[src/rtl/csr_file.sv]
// csr_file: machine-mode CSR file for the rv32 core.
//   Executes CSRRW/CSRRS/CSRRC accesses from execute, records trap state
//   (mepc/mcause/mtval and the MIE/MPIE stack), handles mret, produces the
//   registered fetch redirect and the gated machine interrupt request.
//   Optional feature macro: CSR_COUNTERS_EN (64-bit mcycle/minstret).
// Ports:
//   clk, rst                 clock, synchronous active-high reset
//   pc                       PC of the instruction in execute
//   csr_valid/op/addr/wdata  CSR access request (op 01 RW, 10 RS, 11 RC)
//   csr_rdata, csr_illegal   old CSR value / access fault (combinational)
//   trap_valid/irq/code/tval trap entry request
//   mret, retire             mret and instruction-retire strobes
//   irq_ext/timer/sw         level interrupt lines; irq_take = gated request
//   redirect_valid/pc        one-cycle registered fetch redirect
module csr_file #(
    parameter int unsigned XLEN        = 32,
    parameter logic [31:0] HART_ID     = 32'd0,
    parameter logic [31:0] MTVEC_RESET = 32'h0000_0000
) (
    input  logic            clk,
    input  logic            rst,
    input  logic [XLEN-1:0] pc,
    input  logic            csr_valid,
    input  logic [1:0]      csr_op,
    input  logic [11:0]     csr_addr,
    input  logic [XLEN-1:0] csr_wdata,
    output logic [XLEN-1:0] csr_rdata,
    output logic            csr_illegal,
    input  logic            trap_valid,
    input  logic            trap_irq,
    input  logic [4:0]      trap_code,
    input  logic [XLEN-1:0] trap_tval,
    input  logic            mret,
    input  logic            retire,
    input  logic            irq_ext,
    input  logic            irq_timer,
    input  logic            irq_sw,
    output logic            irq_take,
    output logic            redirect_valid,
    output logic [XLEN-1:0] redirect_pc
);

    typedef enum logic [1:0] {
        OP_NONE = 2'b00,
        OP_RW   = 2'b01,
        OP_RS   = 2'b10,
        OP_RC   = 2'b11
    } csr_op_e;

    csr_op_e         op;
    logic            st_mie, st_mpie;
    logic [2:0]      mie_bits;        // {MEIE, MTIE, MSIE}
    logic [XLEN-1:0] mtvec, mscratch, mepc, mcause, mtval;
    logic [XLEN-1:0] mstatus_view, mie_view, mip_view;
    logic [XLEN-1:0] rval, wval, trap_base, trap_target;
    logic            known, csr_we;

    assign op = csr_op_e'(csr_op);

    assign mstatus_view = {19'b0, 2'b11, 3'b0, st_mpie, 3'b0, st_mie, 3'b0};
    assign mie_view     = {20'b0, mie_bits[2], 3'b0, mie_bits[1], 3'b0, mie_bits[0], 3'b0};
    assign mip_view     = {20'b0, irq_ext, 3'b0, irq_timer, 3'b0, irq_sw, 3'b0};

`ifdef CSR_COUNTERS_EN
    logic [XLEN-1:0] mcycle_lo, mcycle_hi, minstret_lo, minstret_hi;
`else
    logic unused_retire;
    assign unused_retire = retire;
`endif

    always_comb begin
        known = 1'b1;
        rval  = '0;
        case (csr_addr)
            12'h300: rval = mstatus_view;
            12'h301: rval = 32'h4000_0100;
            12'h304: rval = mie_view;
            12'h305: rval = mtvec;
            12'h340: rval = mscratch;
            12'h341: rval = mepc;
            12'h342: rval = mcause;
            12'h343: rval = mtval;
            12'h344: rval = mip_view;
`ifdef CSR_COUNTERS_EN
            12'hB00: rval = mcycle_lo;
            12'hB80: rval = mcycle_hi;
            12'hB02: rval = minstret_lo;
            12'hB82: rval = minstret_hi;
`else
            12'hB00, 12'hB80, 12'hB02, 12'hB82: rval = '0;
`endif
            12'hF14: rval = HART_ID;
            default: known = 1'b0;
        endcase
    end

    // Read-only address space (addr[11:10] == 11) faults on any access that
    // would write: RW always, RS/RC only with a nonzero mask.
    assign csr_illegal = csr_valid && (op != OP_NONE) &&
                         (!known || (csr_addr[11:10] == 2'b11 &&
                                     (op == OP_RW || (|csr_wdata))));
    assign csr_rdata   = csr_illegal ? '0 : rval;

    always_comb begin
        case (op)
            OP_RW:   wval = csr_wdata;
            OP_RS:   wval = rval | csr_wdata;
            OP_RC:   wval = rval & ~csr_wdata;
            default: wval = rval;
        endcase
    end

    // RS/RC with a zero mask never write; traps and mret drop the write.
    assign csr_we = csr_valid && (op != OP_NONE) && !csr_illegal &&
                    (op == OP_RW || (|csr_wdata)) && !trap_valid && !mret;

    assign trap_base   = mtvec & ~(XLEN'(3));
    assign trap_target = (mtvec[1:0] == 2'b01 && trap_irq)
                       ? trap_base + {{(XLEN-7){1'b0}}, trap_code, 2'b00}
                       : trap_base;

    assign irq_take = st_mie && (|(mie_bits & {irq_ext, irq_timer, irq_sw}));

    always_ff @(posedge clk) begin
        if (rst) begin
            st_mie         <= 1'b0;
            st_mpie        <= 1'b0;
            mie_bits       <= '0;
            mtvec          <= MTVEC_RESET;
            mscratch       <= '0;
            mepc           <= '0;
            mcause         <= '0;
            mtval          <= '0;
            redirect_valid <= 1'b0;
            redirect_pc    <= '0;
        end else begin
            redirect_valid <= trap_valid || mret;
            if (trap_valid) begin
                mepc        <= pc & ~(XLEN'(3));
                mcause      <= {trap_irq, {(XLEN-6){1'b0}}, trap_code};
                mtval       <= trap_tval;
                st_mpie     <= st_mie;
                st_mie      <= 1'b0;
                redirect_pc <= trap_target;
            end else if (mret) begin
                st_mie      <= st_mpie;
                st_mpie     <= 1'b1;
                redirect_pc <= mepc;
            end else if (csr_we) begin
                case (csr_addr)
                    12'h300: begin
                        st_mie  <= wval[3];
                        st_mpie <= wval[7];
                    end
                    12'h304: mie_bits <= {wval[11], wval[7], wval[3]};
                    12'h305: mtvec    <= wval;
                    12'h340: mscratch <= wval;
                    12'h341: mepc     <= wval & ~(XLEN'(3));
                    12'h342: mcause   <= wval;
                    12'h343: mtval    <= wval;
                    default: ;
                endcase
            end
        end
    end

`ifdef CSR_COUNTERS_EN
    logic wr_cyc_lo, wr_cyc_hi, wr_ins_lo, wr_ins_hi;
    assign wr_cyc_lo = csr_we && csr_addr == 12'hB00;
    assign wr_cyc_hi = csr_we && csr_addr == 12'hB80;
    assign wr_ins_lo = csr_we && csr_addr == 12'hB02;
    assign wr_ins_hi = csr_we && csr_addr == 12'hB82;

    // A write to a half replaces that half's increment; a written low half
    // does not carry into the high half.
    always_ff @(posedge clk) begin
        if (rst) begin
            mcycle_lo   <= '0;
            mcycle_hi   <= '0;
            minstret_lo <= '0;
            minstret_hi <= '0;
        end else begin
            mcycle_lo <= wr_cyc_lo ? wval : mcycle_lo + 1'b1;
            if (wr_cyc_hi)
                mcycle_hi <= wval;
            else if (!wr_cyc_lo && (&mcycle_lo))
                mcycle_hi <= mcycle_hi + 1'b1;

            if (wr_ins_lo)
                minstret_lo <= wval;
            else if (retire)
                minstret_lo <= minstret_lo + 1'b1;
            if (wr_ins_hi)
                minstret_hi <= wval;
            else if (retire && !wr_ins_lo && (&minstret_lo))
                minstret_hi <= minstret_hi + 1'b1;
        end
    end
`endif

endmodule
[config.mk]
export PLATFORM = sky130hd
export DESIGN_NAME = csr_file
export DESIGN_NICKNAME = d
export VERILOG_FILES = /design/src/rtl/csr_file.sv
export SDC_FILE = /design/constraint.sdc
export NUM_CORES = 1
export LEC_CHECK = 0
export ABC_AREA = 0
export CORE_ASPECT_RATIO = 1.4
export CORE_MARGIN = 3
export CORE_UTILIZATION = 30
export CTS_CLUSTER_SIZE = 28
export DETAILED_ROUTE_END_ITERATION = 8
export GPL_TIMING_DRIVEN = 0
export PLACE_DENSITY = 0.49
export SETUP_SLACK_MARGIN = 0.4
export SLEW_MARGIN = 20
export SYNTH_ARGS = -nofsm -noshare
export SYNTH_HDL_FRONTEND = slang
export SYNTH_SLANG_ARGS = --single-unit
[constraint.sdc]
create_clock -name clk -period 3 [get_ports clk]
set_input_delay 0.6 -clock clk [delete_from_list [all_inputs] [get_ports clk]]
set_output_delay 0.6 -clock clk [all_outputs]
set_load 0.02 [all_outputs]
==> Implementation_results.wiki <==
{| class="wikitable"
! Metric !! Value
|-
| Outcome || complete, but fails checks
|-
| Violated checks || setup timing
|-
| Clock Root Buffer || clkbuf_16
|-
| Slew at the pin closest to its max-slew limit || 1.115 ns
|-
| Critical path endpoint category || output port
|-
| Fin Clk Skew || 0.01189 ns
|-
| Share of synthesized flip-flops with an asynchronous set or reset || 0%
|-
| Via count of the first global-routing pass || 12160
|-
| Seq/Total Area, Yosys || 35.09%
|-
| Clock buffers created by TritonCTS || 17
|-
| Arrival time worst endpoint || 2.50 ns
|-
| Unrepaired setup endpoints after global routing || true
|-
| Top cells by area in the synthesized netlist || dfxtp_1, mux2i_1, nand2_1, a211oi_1, nor2_1
|-
| DIE WIDTH || 168.3 um
|-
| Worst-case clock buffer depth || 2
|-
| Post-DR wirelength/cell || 27.72 um
|-
| Die outline height || 233.3 um
|-
| Count of max-cap constraint violations || 0
|-
| Most used cells in the layout excluding fill and tap cells || dfxtp_1, nand2_1, mux2i_1
|-
| Share of cells above drive strength 1 || 28.91%
|-
| Tightest slew margin relative to the limit || 25.65%
|-
| Smallest setup slack after layout || -0.1030 ns
|-
| Later-pin clock latency in the skew report || 0.46 ns
|-
| Element type at the critical path start || primary input
|-
| Mean instance size in the synthesized netlist || 7.980 um2
|-
| Total Routed Length || 59980 um
|-
| Floorplan row count || 82
|-
| Number of detailed-route iterations in the first pass || 5
|-
| Final std cells w/o fill || 2164
|-
| Overall via count from detail_route || 12650
|-
| Layout Area Growth over Synthesis || 51.77%
|-
| Pin count of the biggest net entering global routing || 17
|-
| Tcrit/Tclk final || 103.4%
|-
| Global Route Usage Sum || 28.92%
|-
| Total setup violations reported at the end of the flow || 25
|-
| Core area || 36110 um2
|-
| Final Core Density || 46.51%
|-
| Total standard cell area after synthesis || 11070 um2
|-
| Min Clock Period, post-route || 3.103 ns
|-
| Hold buffer count at cts || 0
|-
| Initial DRC Count || 1126
|-
| Total power per unit cell area || 378.5 nW/um2
|-
| Worst supply voltage drop on vdd || 290.2 uV
|-
| Layout net count || 1820
|-
| Count of mapped cells out of synthesis || 1387
|-
| Most common library cell in the layout ignoring fill and taps || dfxtp_1
|-
| TritonCTS clock tree || built
|-
| Final total power || 0.006358 W
|-
| Min-Delay Path Class || flop to flop
|-
| RD Place Congestion || 0.9651
|-
| Cell area reported after detailed placement || 13550 um2
|-
| # clock sinks || 194
|-
| Classification of the worst setup path || primary input to output port
|-
| Highest Clock Rate || 322.3 MHz
|-
| Num ports || 192
|-
| Number of antenna violations at the first check in global routing || 1
|-
| Post-synth EDFFs || 0
|-
| CTS H-Tree Depth || 4
|-
| Placed cell count || 2032
|-
| HPWL after detailed placement || 43920 um
|-
| Number of remaining DRC errors || 0
|-
| Sequential cell area in the final layout || 3885 um2
|-
| Final standard cell area without fillers || 16800 um2
|-
| Top_reg_cell synth || dfxtp_1
|-
| Number of storage elements in the synthesis netlist || 194
|-
| Area enclosed by the die boundary || 39270 um2
|-
| Synth area leader || dfxtp_1
|-
| Max FO, Critical Path || 5
|-
| Area of the multi-input gates || 7880 um2
|-
| Synth warn || 0
|-
| Count of unique library cells instantiated by Yosys || 77
|-
| Max-slew violation total from the final report || 0
|-
| Number of port buffers || 182
|-
| Leak || 6.200 nW
|-
| Number of fill cells in the layout || 3569
|-
| Clk slew on worst S/H paths || 0.07 ns
|-
| Wire length of the first global-routing pass || 82660 um
|-
| Mean number of vias per cell || 5.846
|-
| Count of final hold-check violations || 0
|-
| Sum of overflow across all layers after global routing || 0
|-
| Effective utilization at floorplan || 30.65%
|-
| Synth top area share || 35.09%
|-
| Final ANT Viol Nets || 0
|-
| Data required, critical path || 2.40 ns
|-
| Post-Place Worst Slack || -1.663 ns
|-
| Diodes inserted || 0
|}
## critical path, stage by stage
cell and delay, ns:
buf_6 0.10, or4_4 0.55, buf_12 0.15, nor4_4 0.30, buf_6 0.20, buf_12 0.14, buf_8 0.14, nand2_2 0.09
nand2_2 0.11, buf_6 0.12
## report_power, final
| part | switching (W) | internal, W | total [W] | leakage, nW |
|---|---|---|---|---|
| logic | 0.000661 | 0.000447 | 0.00111 | 4.31 |
| registers | 0.0000805 | 0.00265 | 0.00273 | 1.58 |
| clock network | 0.00113 | 0.00139 | 0.00252 | 0.309 |
| total | 0.00187 | 0.00449 | 0.00636 | 6.20 |
## stage by stage
step,TNS [ns],hold WS [ns]
3_5_place_dp,-214.92,0.4427
2_1_floorplan,0,0.4312
5_1_grt,-2.330,0.4665
4_1_cts,-1.997,0.4531
3_3_place_gp,-216.12,0.4368
6_report,-1.449,0.4551
## flip-flops by register name (all words and copies together), names as in the netlist
register / cells
mcause: 32
mscratch: 32
mtval: 32
mtvec: 32
mepc: 30
redirect_pc: 30
mie_bits: 3
redirect_valid: 1
st_mie: 1
st_mpie: 1
## timing repair
item	4_1_cts	5_1_grt
gates cloned	2	6
endpoints found under the setup margin	222	200
resized for setup	488	270
pin swaps	71	62
setup buffers	65	27
## area by class of cell
cell class	count	share of cell area [%]
Buffer	118	5.385
Clock buffer	21	2.801
Clock inverter	11	0.9012
Inverter	23	0.5139
Multi-Input combinational cell	1053	46.91
Sequential cell	194	23.13
Tap cell	462	3.441
Timing Repair Buffer	282	16.92
## synthesized netlist by cell type, types with 8 or more instances
cell type and instances:
a211oi_1 58, a21oi_1 64, a22o_1 8, a22oi_1 21, a311oi_1 9, a32oi_1 12, and2_1 19, and3_1 9
buf_2 19, clkbuf_1 82, dfxtp_1 194, inv_1 22, mux2i_1 111, nand2_1 225, nand3_1 26, nand4_1 11
nor2_1 108, nor2b_1 24, nor3_1 42, nor4_1 10, o21ai_0 69, o21bai_1 10, o22ai_1 44, xnor2_1 29
xor2_1 22
## kinds of logic after synthesis
kind of cell / count (synthesis) / share of synthesized area, %
flops: 194 / 35.09
other cells: 1 / 0.03388
simple gates: 531 / 22.82
compound gates: 351 / 21.59
xor+xnor: 51 / 4.036
fa+ha+maj: 6 / 0.7461
buf+inv: 141 / 5.539
mux: 112 / 10.14
## path summary, 6_finish.rpt
kind / start / to / slack [ns] / cells after the start
worst min-delay path: mcause[17] / mcause[17] / 0.46 / 2
worst min register to register: mcause[17] / mcause[17] / 0.46 / 2
worst max register to register: mtvec[2] / redirect_pc[22] / 0.57 / 10
worst max-delay path: csr_addr[10] / csr_rdata[25] / -0.10 / 10
## per-layer routing
layer  wire (um)  part of all wire [%]  track usage [%]
met5           0                     0                0
met4        4936                   8.2            20.41
met3        3998                   6.7            3.944
met2       28250                    47            48.14
met1       22800                    38            34.25
Power figures use the tool's default switching activity.
